`config.mk`:
```
export PLATFORM = sky130hd
export DESIGN_NAME = alu_vector_runner
export DESIGN_NICKNAME = d
export VERILOG_FILES = /design/src/rtl/alu_pkg.sv /design/src/rtl/alu_vec_compare.sv /design/src/rtl/alu_vector_runner.sv
export SDC_FILE = /design/constraint.sdc
export NUM_CORES = 1
export LEC_CHECK = 0
export ABC_AREA = 1
export CAP_MARGIN = 20
export CELL_PAD_IN_SITES_DETAIL_PLACEMENT = 2
export CELL_PAD_IN_SITES_GLOBAL_PLACEMENT = 2
export CORE_MARGIN = 2
export CORE_UTILIZATION = 25
export CTS_BUF_LIST = sky130_fd_sc_hd__clkbuf_4 sky130_fd_sc_hd__clkbuf_8 sky130_fd_sc_hd__clkbuf_16
export CTS_CLUSTER_DIAMETER = 60
export DETAILED_ROUTE_END_ITERATION = 16
export PLACE_DENSITY_LB_ADDON = 0.1
export SLEW_MARGIN = 20
export SYNTH_ARGS = -nofsm -noshare
export SYNTH_HDL_FRONTEND = slang
export SYNTH_SLANG_ARGS = --single-unit
export TNS_END_PERCENT = 1
```
`constraint.sdc`:
```
create_clock -name clk -period 2.2 [get_ports clk]
set_clock_uncertainty 0.2 [all_clocks]
set_input_delay 0.55 -clock clk [delete_from_list [all_inputs] [get_ports clk]]
set_output_delay 0.55 -clock clk [all_outputs]
set_load 0.03 [all_outputs]
```
`src/rtl/alu_pkg.sv`:
```
// Shared definitions for the ALU vector runner: operation codes, vector field layout,
// terminator word and runner FSM states.
package alu_pkg;

  localparam logic [1:0] CtlAdd = 2'b00;
  localparam logic [1:0] CtlSub = 2'b01;
  localparam logic [1:0] CtlAnd = 2'b10;
  localparam logic [1:0] CtlOr  = 2'b11;

  localparam int unsigned VecW      = 100;
  localparam int unsigned ZeroExpB  = 99;
  localparam int unsigned OvfExpB   = 98;
  localparam int unsigned CtlHi     = 97;
  localparam int unsigned CtlLo     = 96;
  localparam int unsigned AHi       = 95;
  localparam int unsigned ALo       = 64;
  localparam int unsigned BHi       = 63;
  localparam int unsigned BLo       = 32;
  localparam int unsigned ResHi     = 31;
  localparam int unsigned ResLo     = 0;

  // All-ones is never a consistent ALU vector, so it marks the end of the table.
  localparam logic [VecW-1:0] TERMINATOR = {VecW{1'b1}};

  typedef enum logic [2:0] {
    StIdle,
    StFetch,
    StLoad,
    StWait,
    StCheck,
    StDone
  } runner_state_t;

endpackage

```
`src/rtl/alu_vec_compare.sv`:
```
// Exact-equality comparison of ALU outputs against expected values.
// Mask bits: [2] result, [1] zero, [0] overflow.
module alu_vec_compare (
  input  logic [31:0] exp_result,
  input  logic        exp_zero,
  input  logic        exp_overflow,
  input  logic [31:0] act_result,
  input  logic        act_zero,
  input  logic        act_overflow,
  output logic [2:0]  mask
);

  always_comb begin
    mask    = 3'b000;
    mask[2] = (act_result != exp_result);
    mask[1] = (act_zero != exp_zero);
    mask[0] = (act_overflow != exp_overflow);
  end

endmodule

```
`src/rtl/alu_vector_runner.sv`:
```
// Fetches ALU test vectors from a synchronous ROM, drives the DUT operands and
// checks its outputs, counting mismatches until a terminator or the end of the ROM.
module alu_vector_runner
  import alu_pkg::*;
#(
  parameter int unsigned ADDR_W      = 14,
  parameter int unsigned ERR_W       = 16,
  parameter int unsigned DUT_LATENCY = 1
) (
  input  logic              clk,
  input  logic              reset,
  input  logic              start,
  output logic [ADDR_W-1:0] mem_addr,
  input  logic [VecW-1:0]   mem_rdata,
  output logic [31:0]       a,
  output logic [31:0]       b,
  output logic [1:0]        controle,
  input  logic [31:0]       result,
  input  logic              zero,
  input  logic              overflow,
  output logic              busy,
  output logic              done,
  output logic              pass,
  output logic [ERR_W-1:0]  errors,
  output logic [ADDR_W-1:0] vectornum,
  output logic              err_strobe,
  output logic [2:0]        err_mask
);

  localparam logic [31:0] LastWait = 32'(DUT_LATENCY - 1);

  runner_state_t state_q, state_d;

  logic [31:0] wait_cnt_q;
  logic [31:0] exp_result_q;
  logic        exp_zero_q;
  logic        exp_ovf_q;
  logic        is_term;
  logic [2:0]  mask;

  assign is_term  = (mem_rdata == TERMINATOR);
  assign mem_addr = vectornum;

  alu_vec_compare u_compare (
    .exp_result  (exp_result_q),
    .exp_zero    (exp_zero_q),
    .exp_overflow(exp_ovf_q),
    .act_result  (result),
    .act_zero    (zero),
    .act_overflow(overflow),
    .mask        (mask)
  );

  always_ff @(posedge clk) begin
    if (reset) begin
      state_q <= StIdle;
    end else begin
      state_q <= state_d;
    end
  end

  always_comb begin
    state_d = state_q;
    unique case (state_q)
      StIdle:  if (start) state_d = StFetch;
      StFetch: state_d = StLoad;
      StLoad:  state_d = is_term ? StDone : StWait;
      StWait:  if (wait_cnt_q == LastWait) state_d = StCheck;
      StCheck: state_d = (vectornum == '1) ? StDone : StFetch;
      StDone:  if (start) state_d = StFetch;
      default: state_d = StIdle;
    endcase
  end

  always_comb begin
    busy = 1'b0;
    done = 1'b0;
    unique case (state_q)
      StFetch, StLoad, StWait, StCheck: busy = 1'b1;
      StDone:                           done = 1'b1;
      default:                          ;
    endcase
    pass = done && (errors == '0);
  end

  always_ff @(posedge clk) begin
    if (reset) begin
      a            <= '0;
      b            <= '0;
      controle     <= '0;
      errors       <= '0;
      vectornum    <= '0;
      err_strobe   <= 1'b0;
      err_mask     <= '0;
      wait_cnt_q   <= '0;
      exp_result_q <= '0;
      exp_zero_q   <= 1'b0;
      exp_ovf_q    <= 1'b0;
    end else begin
      err_strobe <= 1'b0;
      unique case (state_q)
        StIdle, StDone: begin
          if (start) begin
            errors    <= '0;
            vectornum <= '0;
          end
        end
        StLoad: begin
          wait_cnt_q <= '0;
          if (!is_term) begin
            a            <= mem_rdata[AHi:ALo];
            b            <= mem_rdata[BHi:BLo];
            controle     <= mem_rdata[CtlHi:CtlLo];
            exp_result_q <= mem_rdata[ResHi:ResLo];
            exp_zero_q   <= mem_rdata[ZeroExpB];
            exp_ovf_q    <= mem_rdata[OvfExpB];
          end
        end
        StWait: wait_cnt_q <= wait_cnt_q + 32'd1;
        StCheck: begin
          if (mask != 3'b000) begin
            err_strobe <= 1'b1;
            err_mask   <= mask;
            if (errors != '1) errors <= errors + 1'b1;
          end
          // On the last ROM address the index stays put and the run ends.
          if (vectornum != '1) vectornum <= vectornum + 1'b1;
        end
        default: ;
      endcase
    end
  end

endmodule

```
==> results of run 1 <==
==> power breakdown <==
part	leakage, nW	internal, W	total (W)	switching (W)
registers	1.38	0.00335	0.00358	0.000220
logic	4.08	0.00115	0.00276	0.00161
clock network	0.292	0.00186	0.00317	0.00131
total	5.75	0.00636	0.00950	0.00314
==> worst max path at each step <==
stage / from / endpoint / slack (ps)
2_1_floorplan: errors[0] / errors[3] / -20
3_3_place_gp: mem_rdata[1] / a[25] / -740
3_5_place_dp: mem_rdata[1] / a[22] / -880
4_1_cts: state_q[1] / pass / -240
5_1_grt: errors[8] / pass / -220
6_report: errors[8] / pass / -150
==> placed cells by master, fill, tap and decap left out, types with 4 or more instances in the layout <==
cell / count
sky130_fd_sc_hd__clkbuf_16: 17
sky130_fd_sc_hd__a211oi_1: 8
sky130_fd_sc_hd__inv_2: 11
sky130_fd_sc_hd__nor2_2: 16
sky130_fd_sc_hd__o21ai_1: 99
sky130_fd_sc_hd__buf_4: 119
sky130_fd_sc_hd__nand4_1: 47
sky130_fd_sc_hd__nand3_1: 43
sky130_fd_sc_hd__clkdlybuf4s50_1: 89
sky130_fd_sc_hd__inv_1: 86
sky130_fd_sc_hd__nor2_4: 14
sky130_fd_sc_hd__o21ai_0: 25
sky130_fd_sc_hd__xor2_1: 5
sky130_fd_sc_hd__ha_1: 5
sky130_fd_sc_hd__dfxtp_2: 8
sky130_fd_sc_hd__clkbuf_8: 5
sky130_fd_sc_hd__buf_12: 9
sky130_fd_sc_hd__nor3_2: 9
sky130_fd_sc_hd__dlygate4sd2_1: 155
sky130_fd_sc_hd__nor2_1: 272
sky130_fd_sc_hd__clkinvlp_4: 4
sky130_fd_sc_hd__dlymetal6s2s_1: 6
sky130_fd_sc_hd__nand3_2: 6
sky130_fd_sc_hd__buf_6: 6
sky130_fd_sc_hd__a21oi_1: 48
sky130_fd_sc_hd__xnor2_1: 21
sky130_fd_sc_hd__nand2_1: 195
sky130_fd_sc_hd__dfxtp_1: 160
sky130_fd_sc_hd__nand2_2: 16
sky130_fd_sc_hd__nor3_1: 19
sky130_fd_sc_hd__diode_2: 7
sky130_fd_sc_hd__or2_2: 4
sky130_fd_sc_hd__buf_16: 4
==> final cells by class <==
cell class                      instances  area [sq um]
Clock inverter                          6          87.6
Antenna cell                            7          17.5
Inverter                              101           400
Multi-Input combinational cell        889          4560
Clock buffer                           25           517
Sequential cell                       169          3400
Tap cell                              448           561
Fill cell                            3884         20100
Timing Repair Buffer                  391          3650
==> cells in the mapped netlist (2+ instances only) <==
master and n:
sky130_fd_sc_hd__dfxtp_1 169, sky130_fd_sc_hd__o211a_1 2, sky130_fd_sc_hd__buf_4 25, sky130_fd_sc_hd__nand4_1 47
sky130_fd_sc_hd__nand2_2 8, sky130_fd_sc_hd__buf_1 2, sky130_fd_sc_hd__xnor2_1 21, sky130_fd_sc_hd__clkbuf_1 27
sky130_fd_sc_hd__a221oi_1 3, sky130_fd_sc_hd__xor2_1 5, sky130_fd_sc_hd__a211oi_1 8, sky130_fd_sc_hd__or2_2 4
sky130_fd_sc_hd__nor2_4 7, sky130_fd_sc_hd__nand2_4 3, sky130_fd_sc_hd__inv_1 89, sky130_fd_sc_hd__o21ai_1 99
sky130_fd_sc_hd__nor2_2 3, sky130_fd_sc_hd__nor3_1 27, sky130_fd_sc_hd__a22oi_1 3, sky130_fd_sc_hd__a21oi_1 49
sky130_fd_sc_hd__buf_2 5, sky130_fd_sc_hd__nand3_2 4, sky130_fd_sc_hd__nand4_4 2, sky130_fd_sc_hd__o21ai_0 25
sky130_fd_sc_hd__nand2_1 205, sky130_fd_sc_hd__nor4_1 5, sky130_fd_sc_hd__nor2_8 2, sky130_fd_sc_hd__nor3_2 3
sky130_fd_sc_hd__inv_2 11, sky130_fd_sc_hd__ha_1 5, sky130_fd_sc_hd__nor2_1 292, sky130_fd_sc_hd__nand3_1 48
==> cells by family after synthesis <==
family / Yosys count / share of synthesized area (%)
AO/OA/AOI/OAI: 195 / 12.5
XOR/XNOR: 26 / 2.71
adder cells (fa/ha/maj): 5 / 0.746
buffers and inverters: 162 / 8.55
flip-flops: 169 / 40.3
AND/OR/NAND/NOR: 663 / 35.2
==> stage by stage <==
stage	instances	power, W	worst slack, ps	utilization [%]
after floorplan	1220	0.00502	-22.0	-
after global placement	1983	0.00626	-739	36.6
after detailed placement	1983	0.00636	-876	36.6
after CTS	2024	0.00958	-240	38.9
after global routing	2035	0.0100	-224	39.6
final	2036	0.00950	-149	39.7
==> metal layers <==
| layer | up-vias | GRT usage, % | wire length (microns) |
|---|---|---|---|
| li1 | 4678 | - | - |
| met1 | 4639 | 24.1 | 15500 |
| met2 | 160 | 37.8 | 18700 |
| met3 | 31 | 4.75 | 1400 |
| met4 | 2 | 6.01 | 763 |
| met5 | - | 0 | 13 |
==> timing repair <==
item,CTS,global route
buffers inserted,5,5
cloned,5,0
gates resized for setup,197,56
pin swaps,25,14
setup endpoints to repair,241,147
hold buffers,0,0
==> flip-flops by register name (all words and copies together), names as in the netlist, 3 cells and up <==
name / count
err_mask: 3
errors: 16
mem_addr: 14
a: 32
state_q: 3
exp_result_q: 32
b: 32
wait_cnt_q: 32
==> worst register-to-register path: cells and delay by family (launching register included) <==
kind | cells | cell delay, ps
AO/OA/AOI/OAI | 1 | 70
adder cells (fa/ha/maj) | 1 | 170
buffers and inverters | 4 | 550
flip-flops | 1 | 340
AND/OR/NAND/NOR | 5 | 660
==> impl_metrics.json, run 1 <==
{
  "run_status": "finished with violations",
  "failing_checks": "negative setup slack",
  "vdd.ir_drop.worst_mv": 0.582,
  "worst_path_setup_slack_after_routing_ps": -149,
  "setup_viol_count_final": 85,
  "fin_area_sq_um": 13200,
  "worst_path_max_delay_cell": "sky130_fd_sc_hd__dfxtp_4",
  "detail_route.wl_per_cell_microns": 17.8,
  "clock_tree_from_tritoncts": "yes",
  "maxSlewHeadroom_pct": 71.5,
  "critPathBufInv": 1,
  "timing.setup.critical_path_class": "flop to output port",
  "globalRouteOverflowTotal": 0,
  "synth-warning-count": 0,
  "clk_path_buf_depth": 2,
  "maxCapViolCount": 0,
  "io-pin-count": 254,
  "cts.reportedPaths.clkPinSlew_ps": 60,
  "cts.root.buffer_cell": "sky130_fd_sc_hd__clkbuf_16",
  "min-delay-path-class": "input pin to flop",
  "regToRegSetupSlack_ps": 70,
  "die_height_microns": 187,
  "worst-r2r-cell-count": 11,
  "rd_place_congestion": 0.790,
  "critPathArrivalTime_ps": 1600,
  "vias": 9510,
  "cp_max_fo": 6,
  "critical_path.endpoint_type": "output port",
  "synth.lib_cells_used.distinct": 44,
  "leakagePower_nw": 5.75,
  "highest_achievable_clock_rate_mhz": 426,
  "cts_buffers": 17,
  "number_of_global_route_vias_before_repair": 10400,
  "slew_viol_final": 0,
  "final_critical_path_required_period_ps": 2350,
  "synth-edff-count": 0,
  "fraction_of_layout_instances_using_a_drive_strength_above_1_pct": 17.9,
  "synth_area_leaders": "sky130_fd_sc_hd__dfxtp_1 40%, sky130_fd_sc_hd__nor2_1 13%, sky130_fd_sc_hd__nand2_1 9.2%, sky130_fd_sc_hd__o21ai_1 5.9%, sky130_fd_sc_hd__inv_1 4.0%",
  "timing.hold.worst_path_depth": 3,
  "synth_top_flop_cell": "sky130_fd_sc_hd__dfxtp_1",
  "syn-num-nets": 1362,
  "powerDensity_nw_per_um2": 720,
  "regToRegStartpoint": "errors[0]",
  "cp_num_cells": 4,
  "cpPeakStageDelay_ps": 380,
  "coreArea_sq_um": 33300,
  "io_buffer_count": 253,
  "cts.sink_count": 169,
  "cts.htree.levels": 4,
  "start_util_pct": 25.2,
  "area_delta_synth_final_pct": 57.3,
  "part_of_the_cycle_the_worst_path_needs_pct": 107,
  "finish.net_count": 1711,
  "synth.yosys.seq_area_share_pct": 40.3,
  "drt_pass1_iterations": 5,
  "antenna_left": 0,
  "tns_ps": -5380,
  "yosys.area.top_type": "sky130_fd_sc_hd__dfxtp_1",
  "grt_antenna_before_repair": 7,
  "largest_net_degree_at_the_start_of_global_routing": 48,
  "dieWidth_microns": 187,
  "first_drt_iteration_drcs": 265,
  "drc": 0,
  "final_hold_viol_count": 0,
  "detailed_place_hpwl_mm": 26.7,
  "placedInstanceArea_sq_um": 12200,
  "critPathTopFamily": "simple AND/OR/NAND/NOR gates",
  "syn-mean-instance-area_sq_um": 6.88,
  "hold-worst-slack_ps": 255,
  "setup_repair_after_global_routing_missed_its_margin": "true",
  "first_pass_grt_wire_length_mm": 57.2,
  "synth_async_sr_flop_share_pct": 0,
  "crit_path_start_kind": "flop",
  "critical_path.cell_chain": "nor4_4 -> nand4_1 -> nor3_2 -> buf_4",
  "tightestPinTransition_ps": 429,
  "grt_use_total_pct": 20.8,
  "vias_per_cell": 4.67,
  "clk-insertion-delay-late_ps": 440,
  "r2r_end": "errors[8]",
  "whs_endpoint": "a[2]",
  "synth_largest_type_area_fraction_pct": 40.3,
  "placement_rows": 67,
  "floorplan.die_area_sq_um": 35000,
  "post_synth_inst_count": 1220,
  "synthesis.area_sq_um": 8390,
  "postRouteWirelength_mm": 36.3,
  "worst_hold_startpoint": "mem_rdata[66]",
  "synth-seq-cells": 169,
  "worst-endpoint-required_ps": 1450
}
No activity file was read; power rests on OpenSTA's default activity.
==> run 2, diff against run 1 <==
CAP_MARGIN = 10   (was 20)
CORE_UTILIZATION = 30   (was 25)
DONT_BUFFER_PORTS = 1   (was not set)
==> impl_metrics.json, run 2 (same netlist as run 1, synthesis figures left out) <==
{
  "final_hold_viol_count": 0,
  "leakagePower_nw": 3.91,
  "placedInstanceArea_sq_um": 9320,
  "layout.cells.most_common": "sky130_fd_sc_hd__nor2_1",
  "maxSlewHeadroom_pct": 68.2,
  "first_pass_grt_wire_length_mm": 48.8,
  "fraction_of_layout_instances_using_a_drive_strength_above_1_pct": 15.8,
  "coreArea_sq_um": 27600,
  "critical_path.endpoint_type": "output port",
  "timing.hold.worst_path_depth": 2,
  "rd_place_congestion": 0.776,
  "detailed_place_hpwl_mm": 23.3,
  "powerDensity_nw_per_um2": 859,
  "utilization_pct": 36.7,
  "dieWidth_microns": 171,
  "number_of_filler_cells_placed_in_the_layout": 3264,
  "worstSetupStartpoint": "errors[5]",
  "vias": 8341,
  "start_util_pct": 30.4,
  "largest_net_degree_at_the_start_of_global_routing": 85,
  "multiInputGateArea_sq_um": 4400,
  "grt_antenna_before_repair": 0,
  "postRouteWirelength_mm": 30.6,
  "part_of_the_cycle_the_worst_path_needs_pct": 103,
  "tns_ps": -81.0,
  "antenna_cells_inserted": 0,
  "sequential_cell_area_sq_um": 3400,
  "regToRegStartpoint": "errors[0]",
  "finish.net_count": 1413,
  "first_drt_iteration_drcs": 287,
  "min-delay-path-class": "input pin to flop",
  "whs_endpoint": "b[28]",
  "placement.setup.worst_slack_ps": -300,
  "antenna_left": 0,
  "fraction_of_power_consumed_by_sequential_logic_pct": 45.0,
  "io_buffer_count": 0,
  "final_critical_path_required_period_ps": 2260,
  "maxCapViolCount": 0,
  "highest_count_cells_in_the_layout_ignoring_fill_and_taps": "287 x sky130_fd_sc_hd__nor2_1, 202 x sky130_fd_sc_hd__nand2_1, 159 x sky130_fd_sc_hd__dfxtp_1, 99 x sky130_fd_sc_hd__o21ai_1, 86 x sky130_fd_sc_hd__inv_1",
  "clockPowerShare_pct": 35.8,
  "drc": 0,
  "clk_path_buf_depth": 2,
  "io-pin-count": 254,
  "drt_pass1_iterations": 4,
  "number_of_global_route_vias_before_repair": 9015,
  "worst-r2r-cell-count": 13,
  "power_report.internal_total_w": 0.00557,
  "clock_tree_from_tritoncts": "yes",
  "vdd.ir_drop.worst_mv": 0.451,
  "switching_share_pct": 36.0,
  "worst_path_setup_slack_after_routing_ps": -56.1,
  "vias_per_cell": 5.02,
  "detail_route.wl_per_cell_microns": 18.4,
  "cp_max_fo": 2,
  "cts.sink_count": 169,
  "cts_buffers": 17,
  "cts.root.buffer_cell": "sky130_fd_sc_hd__clkbuf_16",
  "cts.htree.levels": 4,
  "die_height_microns": 171,
  "highest_achievable_clock_rate_mhz": 443,
  "total_switching_power_w": 0.00313,
  "run_status": "finished with violations",
  "tightestPinTransition_ps": 476,
  "fin_area_sq_um": 10100,
  "failing_checks": "negative setup slack",
  "crit_path_start_kind": "flop",
  "timing.setup.critical_path_class": "flop to output port",
  "setup_viol_count_final": 2,
  "clk-insertion-delay-late_ps": 440,
  "cts.reportedPaths.clkPinSlew_ps": 90,
  "r2r_end": "errors[6]",
  "placement_rows": 61,
  "comb_power_share_pct": 19.2,
  "area_delta_synth_final_pct": 20.8,
  "globalRouteOverflowTotal": 0,
  "setup_repair_after_global_routing_missed_its_margin": "true",
  "floorplan.die_area_sq_um": 29300,
  "worst-endpoint-required_ps": 1450,
  "slew_viol_final": 0,
  "regToRegSetupSlack_ps": 60,
  "worst_hold_startpoint": "mem_rdata[60]",
  "grt_use_total_pct": 21.3,
  "critPathArrivalTime_ps": 1510
}
## run 2: changes by cell type in the layout (fill, tap and decap cells not counted), moves of 7 or more
cell,before,now
sky130_fd_sc_hd__dlygate4sd2_1,155,0
sky130_fd_sc_hd__clkdlybuf4s50_1,89,0
sky130_fd_sc_hd__buf_4,119,79
sky130_fd_sc_hd__nor2_1,272,287
sky130_fd_sc_hd__nor2_2,16,6
sky130_fd_sc_hd__diode_2,7,0
sky130_fd_sc_hd__inv_8,0,7
sky130_fd_sc_hd__nand2_1,195,202
sky130_fd_sc_hd__nand2_2,16,9
## run 2: power groups by stage
stage	clock [W]	combinational (W)	sequential, W
floorplan	0	0.00103	0.00399
global placement	0	0.00154	0.00398
detailed placement	0	0.00160	0.00399
CTS	0.00321	0.00168	0.00392
global route	0.00335	0.00190	0.00396
finish	0.00311	0.00167	0.00392
## run 2: critical path: stages (launching register included)
cell                      delay (ps)
sky130_fd_sc_hd__dfxtp_2         330
sky130_fd_sc_hd__nor4_2          260
sky130_fd_sc_hd__nand4_1         160
sky130_fd_sc_hd__nor3_2          140
sky130_fd_sc_hd__buf_4           180
## run 2: how the worst max path moves through the flow
stage	endpoint	slack, ps	cells past startpoint
after floorplan	errors[3]	-20	13
after global placement	b[17]	-220	10
after detailed placement	b[19]	-300	10
after CTS	pass	-150	4
after global routing	pass	-170	4
final	pass	-60	4
## run 2: repair_timing
item | in CTS | in global routing
endpoints found under the setup margin | 4 | 29
endpoints found under the hold margin | 28 | 0
hold buffers | 1 | 0
cloned | 0 | 0
buffers inserted | 7 | 0
gates resized for setup | 23 | 18
pin swaps | 5 | 5
## run 2: per-layer routing
layer | vias to the layer above | wire, microns | share of wire, % | GRT usage [%]
met2 | 169 | 15200 | 50 | 38.3
met3 | 38 | 1540 | 5.0 | 4.49
met4 | 0 | 645 | 2.1 | 6.63
li1 | 4079 | - | - | -
met1 | 4055 | 13200 | 43 | 25.4
met5 | - | 0 | 0 | 0
## run 2: final cells by class
| cell class | count | area share [%] |
|---|---|---|
| Clock inverter | 14 | 1.67 |
| Sequential cell | 169 | 33.6 |
| Clock buffer | 18 | 4.33 |
| Tap cell | 378 | 4.67 |
| Timing Repair Buffer | 93 | 8.45 |
| Inverter | 101 | 3.85 |
| Multi-Input combinational cell | 889 | 43.4 |
## run 2: metrics by stage
stage,cells,hold WS (ps),total power [W]
4_1_cts,1662,37.6,0.00881
6_report,1662,48.7,0.00870
3_5_place_dp,1622,277,0.00559
2_1_floorplan,1220,246,0.00502
5_1_grt,1662,43.7,0.00921
3_3_place_gp,1622,268,0.00552
==> run 3, diff against run 2 <==
CTS_CLUSTER_SIZE = 40   (was not set)
==> results of run 3 <==
No change in the layout: final DEF, timing and power equal those of run 2.
